<file path="config.mk">
export PLATFORM = sky130hd
export DESIGN_NAME = regs_clr_flat
export DESIGN_NICKNAME = d
export VERILOG_FILES = /design/src/rtl/regs_clr_if.sv /design/src/rtl/regs_clr.sv /design/src/flat_wrapper.sv
export SDC_FILE = /design/constraint.sdc
export NUM_CORES = 1
export LEC_CHECK = 0
export BUFFER_PORTS_ARGS = -buffer_cell sky130_fd_sc_hd__buf_4
export CAP_MARGIN = 20
export CORE_MARGIN = 10
export CORE_UTILIZATION = 65
export DETAILED_ROUTE_END_ITERATION = 12
export PLACE_DENSITY = 0.83
export SYNTH_ARGS = -nofsm -noshare
export SYNTH_HDL_FRONTEND = slang
export SYNTH_SLANG_ARGS = --single-unit
</file>
<file path="constraint.sdc">
create_clock -name clk -period 14.5 [get_ports clk]
set_clock_uncertainty 0.05 [all_clocks]
set_input_delay 2.175 -clock clk [delete_from_list [all_inputs] [get_ports clk]]
set_output_delay 2.175 -clock clk [all_outputs]
set_load 0.02 [all_outputs]
</file>
<file path="src/rtl/regs_clr_if.sv">
// rtl/regs_clr_if.sv - register file access bus: write port, two read ports, clear handshake
interface regs_clr_if #(
    parameter int n    = 8,
    parameter int NREG = 32,
    parameter int AW   = $clog2(NREG)
);
    logic          w;
    logic [n-1:0]  Wdata;
    logic [AW-1:0] waddr;
    logic [AW-1:0] raddr1;
    logic [AW-1:0] raddr2;
    logic [n-1:0]  Rdata1;
    logic [n-1:0]  Rdata2;
    logic          clr;
    logic          busy;
    logic          wdrop;

    modport master (
        output w, Wdata, waddr, raddr1, raddr2, clr,
        input  Rdata1, Rdata2, busy, wdrop
    );

    modport slave (
        input  w, Wdata, waddr, raddr1, raddr2, clr,
        output Rdata1, Rdata2, busy, wdrop
    );
endinterface

</file>
<file path="src/rtl/regs_clr.sv">
// rtl/regs_clr.sv - picoMIPS register file with sequential clear engine, %0 hardwired to zero
// Optional same-cycle write-to-read bypass enabled by defining REGS_BYPASS_EN.
module regs_clr #(
    parameter int n    = 8,
    parameter int NREG = 32,
    parameter int AW   = $clog2(NREG)
) (
    input  logic       clk,
    input  logic       reset,
    regs_clr_if.slave  bus
);

    typedef enum logic {
        IDLE  = 1'b0,
        CLEAR = 1'b1
    } state_t;

    state_t        state;
    state_t        state_next;
    logic [AW-1:0] cnt;
    logic [AW-1:0] cnt_next;
    logic          busy_q;
    logic          busy_next;
    logic          wdrop_q;
    logic          wdrop_next;
    logic          wr_en;
    logic          zero_en;
    logic          waddr_nz;

    logic [n-1:0]  gpr [NREG];

    assign waddr_nz = (bus.waddr != '0);

    always_ff @(posedge clk or posedge reset) begin
        if (reset) begin
            state   <= IDLE;
            cnt     <= '0;
            busy_q  <= 1'b0;
            wdrop_q <= 1'b0;
        end else begin
            state   <= state_next;
            cnt     <= cnt_next;
            busy_q  <= busy_next;
            wdrop_q <= wdrop_next;
        end
    end

    // Clear has priority over a same-cycle write; a write that loses reports wdrop.
    always_comb begin
        state_next = state;
        cnt_next   = cnt;
        busy_next  = busy_q;
        wdrop_next = 1'b0;
        wr_en      = 1'b0;
        zero_en    = 1'b0;
        case (state)
            IDLE: begin
                wdrop_next = bus.w && bus.clr && waddr_nz;
                if (bus.clr) begin
                    state_next = CLEAR;
                    cnt_next   = AW'(1);
                    busy_next  = 1'b1;
                end else if (bus.w && waddr_nz) begin
                    wr_en = 1'b1;
                end
            end
            CLEAR: begin
                zero_en    = 1'b1;
                wdrop_next = bus.w && waddr_nz;
                cnt_next   = cnt + 1'b1;
                if (cnt == AW'(NREG - 1)) begin
                    state_next = IDLE;
                    busy_next  = 1'b0;
                    cnt_next   = '0;
                end
            end
            default: begin
                state_next = IDLE;
                busy_next  = 1'b0;
                cnt_next   = '0;
            end
        endcase
    end

    // gpr[0] is never targeted: the clear starts at 1 and writes to %0 are filtered.
    always_ff @(posedge clk or posedge reset) begin
        if (reset) begin
            for (int i = 0; i < NREG; i++) begin
                gpr[i] <= '0;
            end
        end else if (zero_en) begin
            gpr[cnt] <= '0;
        end else if (wr_en) begin
            gpr[bus.waddr] <= bus.Wdata;
        end
    end

    logic hit1;
    logic hit2;

`ifdef REGS_BYPASS_EN
    logic fwd_ok;
    assign fwd_ok = bus.w && !busy_q && !bus.clr && waddr_nz;
    assign hit1   = fwd_ok && (bus.waddr == bus.raddr1);
    assign hit2   = fwd_ok && (bus.waddr == bus.raddr2);
`else
    assign hit1 = 1'b0;
    assign hit2 = 1'b0;
`endif

    // While the engine runs the whole file is logically flushed, whatever has been zeroed so far.
    always_comb begin
        bus.Rdata1 = '0;
        if (!busy_q && (bus.raddr1 != '0)) begin
            bus.Rdata1 = hit1 ? bus.Wdata : gpr[bus.raddr1];
        end
    end

    always_comb begin
        bus.Rdata2 = '0;
        if (!busy_q && (bus.raddr2 != '0)) begin
            bus.Rdata2 = hit2 ? bus.Wdata : gpr[bus.raddr2];
        end
    end

    assign bus.busy  = busy_q;
    assign bus.wdrop = wdrop_q;

endmodule
</file>
<file path="src/flat_wrapper.sv">
// flat-port wrapper written by rule: the top's interface ports become plain ports
module regs_clr_flat 
#(
    parameter int n    = 8,
    parameter int NREG = 32,
    parameter int AW   = $clog2(NREG)
)
  (clk, reset, bus_w, bus_Wdata, bus_waddr, bus_raddr1, bus_raddr2, bus_clr, bus_Rdata1, bus_Rdata2, bus_busy, bus_wdrop);
  regs_clr_if #(.n(n), .NREG(NREG), .AW(AW)) bus_i ();
  input  logic clk;
  input  logic reset;
  input wire logic [$bits(bus_i.w)-1:0] bus_w;
  input wire logic [$bits(bus_i.Wdata)-1:0] bus_Wdata;
  input wire logic [$bits(bus_i.waddr)-1:0] bus_waddr;
  input wire logic [$bits(bus_i.raddr1)-1:0] bus_raddr1;
  input wire logic [$bits(bus_i.raddr2)-1:0] bus_raddr2;
  input wire logic [$bits(bus_i.clr)-1:0] bus_clr;
  output wire logic [$bits(bus_i.Rdata1)-1:0] bus_Rdata1;
  output wire logic [$bits(bus_i.Rdata2)-1:0] bus_Rdata2;
  output wire logic [$bits(bus_i.busy)-1:0] bus_busy;
  output wire logic [$bits(bus_i.wdrop)-1:0] bus_wdrop;
  assign bus_i.w = bus_w;
  assign bus_i.Wdata = bus_Wdata;
  assign bus_i.waddr = bus_waddr;
  assign bus_i.raddr1 = bus_raddr1;
  assign bus_i.raddr2 = bus_raddr2;
  assign bus_i.clr = bus_clr;
  assign bus_Rdata1 = bus_i.Rdata1;
  assign bus_Rdata2 = bus_i.Rdata2;
  assign bus_busy = bus_i.busy;
  assign bus_wdrop = bus_i.wdrop;
  regs_clr #(.n(n), .NREG(NREG), .AW(AW)) u_core (.clk(clk), .reset(reset), .bus(bus_i));
endmodule
</file>
==> summary.txt, run 1 <==
Outcome = completed
Post-cts resize count = 0
Library cells used by synthesis = 55
Worst VDD drop = 0.107 mV
Fill count = 1,532
Final setup viols = 0
Post-Syn Area = 15,000 sq um
Most area-consuming cells after synthesis = dfrtp_1, mux4_2, nand2_1
Measured slew at the worst slew-check pin = 1.20 ns
Initial antenna violation count = 1
Detail Placement HPWL = 28,900 um
Syn Inst Count = 1,352
Post-synthesis sequential area ratio = 44.0%
CTS clk-pin slew, worst paths = 0.06 ns
Port bufs = 44
Synthesized-area fraction occupied by adder cells = 0.417%
Clk Latency, worst-skew pair = 0.56 ns
Vias in the first global route = 11,900
Peak Freq = 142 MHz
Routed WL = 45,200 um
First-pass GRT wire length = 70,800 um
H-tree levels = 1
Die X = 172 um
Crit path launch type = input port
Relative slew slack = 19.8%
EDFF count, synth = 0
Longest Clk Path Bufs = 3
GRT Overall Usage = 31.2%
FF-to-FF setup slack = 11.78 ns
Synth area leader = dfrtp_1
Worst-path maximum fanout = 47
Core Box Area = 22,700 sq um
Layout area overhead = 7.83%
Yosys warnings = 0
Post-cts hold buffer count = 0
Rows = 55
Per-cell routed wire length = 27.7 um
Compound-gate portion of the synthesized area = 13.1%
Hold crit path type = register to register
#FFs+latches synth = 264
Leakage = 0.00684 uW
Top cell type's share of synthesized area = 44.0%
Layout Nets = 1,362
Top cell by count, worst path = buf_4
Crit Path Category = input port to output pin
Cell area power density = 169 nW/um^2
Final period util = 48.7%
Unrepaired setup endpoints after global routing = no
Via density = 7.37
Antenna viol nets, final = 0
Avg Cell Area, Syn = 11.1 sq um
CTS tree = yes
Fraction of final layout cells with drive strength greater than 1 = 20.1%
Final min period = 7.06 ns
CP endpoint kind = output pin
Starting density of the core = 66.1%
Final design utilization = 71.3%
Main synth FF type = dfrtp_1
Final setup margin = 7.44 ns
Clock Sinks = 264
RD Place Congestion = 0.961
Remaining global-route overflow = 0
Multiplexer share of the synthesized area = 22.9%
CP top delay family = buffers and inverters
TritonRoute pass-1 iters = 6
Die ar. = 29,600 sq um
Hold Fails Final Rpt = 0
Async S/R FF share, synth = 100%
Synthesized net count = 1,384
Setup bufs post-CTS = 0
XOR/XNOR Fraction of Synth Area = 0.117%
Main combinational cell family by area after synthesis = multiplexers
Residual DRC = 0
Post-synthesis simple-gate area fraction = 15.3%
Slowest CP cell = buf_4
First-iteration detailed-routing DRC count = 1,937
Largest net degree at the start of global routing = 103
Number of buffers created by CTS = 30
Final Slew Violations = 0
WP data required = 12.27 ns
Root Driver = clkbuf_16
CP cell instances = buf_4, buf_4, mux4_2, mux2i_1, nor2_1, or3_1, buf_4
Pre-CTS setup slack = 7.50 ns
Io pins = 45
Max stage delay on crit path = 0.74 ns
Fin Setup TNS = 0 ns
Vias after detailed routing = 12,000
Die Span Y = 172 um
Worst Path Arrival = 4.84 ns
WP buf/inv = 3
Max Cap Violations = 0
[sequential cells by signal, indices dropped and copies added (netlist names)]
signal,cells
u_core.bus.wdrop,1
u_core.gpr,256
u_core.cnt,5
u_core.state,1
u_core.bus.busy,1
[Yosys cell counts, drive strengths merged, types with 2 or more instances]
cell type and number:
nor2b 3, nor3b 2, nor2 9, mux2 3, inv 6, o21ai 179, nand2 374, a21boi 4
dfrtp 264, or3b 8, and2 11, or3 7, mux4 124, nand2b 2, nand3 10, o22a 11
a21oi 13, ha 5, and3 3, nor3 27, nor4 8, a211o 4, nand3b 4, o22ai 5
a22o 74, buf 73, o221ai 11, clkbuf 33, mux2i 61, a31oi 3
[logic make-up (layout without fill, tap and decap cells)]
kind of cell | after synthesis | in the layout
XOR/XNOR | 2 | 2
AND/OR/NAND/NOR | 472 | 472
adder cells (fa/ha/maj) | 5 | 5
AO/OA/AOI/OAI | 309 | 309
flip-flops | 264 | 264
other | 0 | 1
multiplexers | 188 | 188
buffers and inverters | 112 | 107
[power by group]
group          internal, uW  switching [uW]  total (uW)
Clock                   477             307         784
Combinational           355             402         758
Sequential              968             232        1200
[layout by cell type, fill, tap and decap left out, types with 8 or more instances in the layout]
| master | count |
|---|---|
| o21ai_0 | 165 |
| clkbuf_16 | 31 |
| and2_1 | 11 |
| dfrtp_1 | 264 |
| clkbuf_8 | 8 |
| a22o_1 | 74 |
| nor3_4 | 12 |
| o22a_1 | 11 |
| nor2_1 | 9 |
| o21ai_1 | 12 |
| o221ai_1 | 11 |
| a21oi_1 | 12 |
| mux2i_1 | 61 |
| buf_4 | 52 |
| nand3_1 | 10 |
| mux4_2 | 124 |
| nand2_1 | 374 |
| nor3_2 | 13 |
[worst paths after layout]
| path | startpoint | to | depth (start not counted) |
|---|---|---|---|
| max in group asynchronous | reset | u_core.gpr[211] | 4 |
| min in group asynchronous | reset | u_core.gpr[240] | 2 |
| min reg2reg | u_core.gpr[251] | u_core.gpr[251] | 1 |
| min | u_core.gpr[251] | u_core.gpr[251] | 1 |
| max | bus_raddr2[0] | bus_Rdata2[3] | 7 |
| max reg2reg | u_core.state | u_core.gpr[55] | 5 |
[per-layer routing]
metal  share of wire, %  routed length (um)  GRT usage, %
met3                 14                6230          10.3
met1                 36               16200          41.3
met4                5.2                2340          13.8
met5                  0                   0             0
met2                 45               20400          46.5
[stage by stage]
| stage | instance area, sq um | std cells | hold slack [ns] | power (uW) |
|---|---|---|---|---|
| floorplan | 15000 | 1352 | 0.399 | 1670 |
| global placement | 15200 | 1583 | 0.416 | 1880 |
| detailed placement | 15200 | 1583 | 0.421 | 1930 |
| CTS | 16200 | 1632 | 0.441 | 2710 |
| global route | 16200 | 1632 | 0.458 | 2860 |
| finish | 16200 | 1633 | 0.438 | 2740 |
[layout make-up]
| cell class | count | area (sq um) | area share (%) |
|---|---|---|---|
| Clock inverter | 7 | 114 | 0.704 |
| Clock buffer | 42 | 897 | 5.54 |
| Timing Repair Buffer | 52 | 390 | 2.41 |
| Inverter | 6 | 30.0 | 0.186 |
| Antenna cell | 1 | 2.50 | 0.0155 |
| Sequential cell | 264 | 6610 | 40.8 |
| Tap cell | 285 | 357 | 2.20 |
| Multi-Input combinational cell | 976 | 7780 | 48.1 |
Power figures use the tool's default switching activity.
==> run 2, diff against run 1 <==
--- a/config.mk
+++ b/config.mk
@@ -8,9 +8,9 @@
 export BUFFER_PORTS_ARGS = -buffer_cell sky130_fd_sc_hd__buf_4
 export CAP_MARGIN = 20
 export CORE_MARGIN = 10
-export CORE_UTILIZATION = 65
+export CORE_UTILIZATION = 57
 export DETAILED_ROUTE_END_ITERATION = 12
-export PLACE_DENSITY = 0.83
+export PLACE_DENSITY = 0.77
 export SYNTH_ARGS = -nofsm -noshare
 export SYNTH_HDL_FRONTEND = slang
 export SYNTH_SLANG_ARGS = --single-unit
==> constraint.sdc (replaced) <==
create_clock -name clk -period 5.9 [get_ports clk]
set_clock_uncertainty 0.05 [all_clocks]
set_input_delay 0.885 -clock clk [delete_from_list [all_inputs] [get_ports clk]]
set_output_delay 0.885 -clock clk [all_outputs]
set_load 0.02 [all_outputs]
==> run 2 against run 1 <==
  * Cell area rose by 0.22%
  * Cell count rose by 3.1%
  * Register-to-register slack got worse by 8.7 ns
  * Sequential cell count unchanged
  * Sequential power rose by 150%
  * Via count is 1.9% lower
  * Routed wire length is 0.46% lower
  * Sequential share of layout area shrank 0.088 points
  * Global-route usage down 4.2 points
  * Combinational power is 140% higher
  * Count of clock-buffer cells in the layout decreased by 5
  * Utilization down 8.8 points
  * Critical endpoint is now bus_Rdata2[1]
  * Largest cell class unchanged
  * Largest power group unchanged
==> summary.txt, run 2 (same netlist as run 1, synthesis figures left out) <==
Root Driver = clkbuf_16 (unchanged)
Post-cts resize count = 0 (unchanged)
Setup bufs post-CTS = 0 (unchanged)
Remaining global-route overflow = 0 (unchanged)
Final setup viols = 0 (unchanged)
Cell area power density = 410 nW/um^2 (was 169 nW/um^2)
FF-to-FF setup slack = 3.12 ns (was 11.78 ns)
Detail Placement HPWL = 29,000 um (was 28,900 um)
CP cell instances = buf_4, mux4_2, mux2i_1, o22ai_1, or3_1, buf_4 (was buf_4, buf_4, mux4_2, mux2i_1, nor2_1, or3_1, buf_4)
Number of buffers created by CTS = 29 (was 30)
First-pass GRT wire length = 70,600 um (was 70,800 um)
Io pins = 45 (unchanged)
Initial antenna violation count = 0 (was 1)
Outcome = completed (unchanged)
Critical R2R Launch = u_core.state (unchanged)
WP data required = 4.97 ns (was 12.27 ns)
TritonRoute pass-1 iters = 5 (was 6)
Per-cell routed wire length = 26.7 um (was 27.7 um)
Top cell by count, worst path = buf_4 (unchanged)
Cell area after placement = 15,200 sq um (about the same)
DR WL met3 = 5540 um (was 6230 um)
Worst R2R End = u_core.gpr[23] (was u_core.gpr[55])
Longest Clk Path Bufs = 3 (unchanged)
GRT Overall Usage = 27.1% (was 31.2%)
Layout area overhead = 8.06% (was 7.83%)
Fill count = 2,036 (was 1,532)
Core Box Area = 26,000 sq um (was 22,700 sq um)
CP endpoint kind = output pin (unchanged)
DR WL met2 = 20,500 um (was 20,400 um)
Largest net degree at the start of global routing = 68 (was 103)
End of the critical path = bus_Rdata2[1] (was bus_Rdata2[3])
Final min period = 4.24 ns
Slowest CP cell = buf_4 (unchanged)
Number of cells after detailed placement = 1,634 (was 1,583)
Leakage = 0.00683 uW (was 0.00684 uW)
Worst Path Arrival = 3.31 ns (was 4.84 ns)
Die ar. = 33,200 sq um (was 29,600 sq um)
Peak Freq = 236 MHz
Die Span Y = 182 um (was 172 um)
Worst VDD drop = 0.335 mV (was 0.107 mV)
DR top layer = met4 (unchanged)
Crit Path Category = input port to output pin (unchanged)
Clock Sinks = 264 (unchanged)
Number of flip-flops in the largest register = 256 (unchanged)
Fraction of final layout cells with drive strength greater than 1 = 20.4% (was 20.1%)
First-iteration detailed-routing DRC count = 1,651 (was 1,937)
Non-Filler Instances = 1,684 (was 1,633)
Via density = 7.01 (was 7.37)
Biggest regs = u_core.gpr x256, u_core.cnt x5 (unchanged)
Clk Latency, worst-skew pair = 0.55 ns (was 0.56 ns)
CTS clk-pin slew, worst paths = 0.06 ns (about the same)
Hold crit path type = input port to asynchronous set/reset pin (was register to register)
Worst-path maximum fanout = 57 (was 47)
Most frequent cells in the layout = nand2_1, dfrtp_1, o21ai_0 (unchanged)
Max stage delay on crit path = 0.72 ns (was 0.74 ns)
Post-cts hold buffer count = 0 (unchanged)
Residual DRC = 0 (unchanged)
RD Place Congestion = 0.934 (was 0.961)
Routed WL = 45,000 um (was 45,200 um)
Antenna viol nets, final = 0 (unchanged)
WL met1 = 16,800 um (was 16,200 um)
Vias after detailed routing = 11,800 (was 12,000)
CTS tree = yes (unchanged)
Fin Setup TNS = 0 ns (unchanged)
Commonest non-fill, non-tap cell in the layout = nand2_1 (unchanged)
Final Slew Violations = 0 (unchanged)
Vias in the first global route = 11,700 (was 11,900)
Final setup margin = 1.66 ns (was 7.44 ns)
FF-to-FF path depth = 5 (unchanged)
Max Cap Violations = 0 (unchanged)
Crit path from = bus_raddr2[1] (was bus_raddr2[0])
Starting density of the core = 57.8% (was 66.1%)
Fin area = 16,200 sq um (about the same)
Ant. Diodes = 0 (was 1)
Rows = 59 (was 55)
Final period util = 71.9%
Reg area = 6610 sq um (unchanged)
Area taken by multi-input logic gates = 7780 sq um (unchanged)
Hold Fails Final Rpt = 0 (unchanged)
Biggest register = u_core.gpr (unchanged)
H-tree levels = 1 (unchanged)
Pre-CTS setup slack = 1.69 ns (was 7.50 ns)
Crit path launch type = input port (unchanged)
Die X = 182 um (was 172 um)
Unrepaired setup endpoints after global routing = no (unchanged)
Measured slew at the worst slew-check pin = 1.10 ns (was 1.20 ns)
Layout Nets = 1,362 (unchanged)
Relative slew slack = 26.2% (was 19.8%)
Port bufs = 44 (unchanged)
==> run 2: worst min path at each step <==
stage	endpoint	slack (ns)
detailed placement	u_core.gpr[252]	0.43
CTS	u_core.gpr[240]	0.31
global placement	u_core.gpr[249]	0.41
finish	u_core.gpr[253]	0.30
global route	u_core.gpr[240]	0.34
floorplan	u_core.gpr[249]	0.40
==> run 2: metrics by stage <==
stage / utilization, % / hold slack, ns / power (uW)
finish: 62.4 / 0.300 / 6650
floorplan: - / 0.399 / 4100
CTS: 62.4 / 0.306 / 6600
detailed placement: 58.7 / 0.428 / 4750
global placement: 58.7 / 0.415 / 4640
global route: 62.4 / 0.335 / 6960
==> run 2: final cells by class <==
| cell class | count | area share, % |
|---|---|---|
| multi-input cells | 976 | 48.0 |
| clock buffers | 37 | 5.09 |
| repair buffers | 53 | 2.53 |
| well taps | 335 | 2.58 |
| inverters | 6 | 0.162 |
| flip-flops and latches | 264 | 40.7 |
| clock inverters | 13 | 0.887 |
==> run 2: critical path: cells and delay by family <==
kind | cells | cell delay, ns
buf+inv | 2 | 0.90
mux | 2 | 0.98
compound gates | 1 | 0.12
simple gates | 1 | 0.36
==> run 2: per-layer routing <==
layer  vias to the layer above  GRT usage [%]
met5                         -              0
met4                         0           12.8
met3                       138           7.26
met2                       812           40.8
met1                      5926           36.0
li1                       4927              -
==> run 2: report_power, final <==
part	switching (uW)	internal, uW
Combinational	955	874
Sequential	586	2380
Clock	752	1110
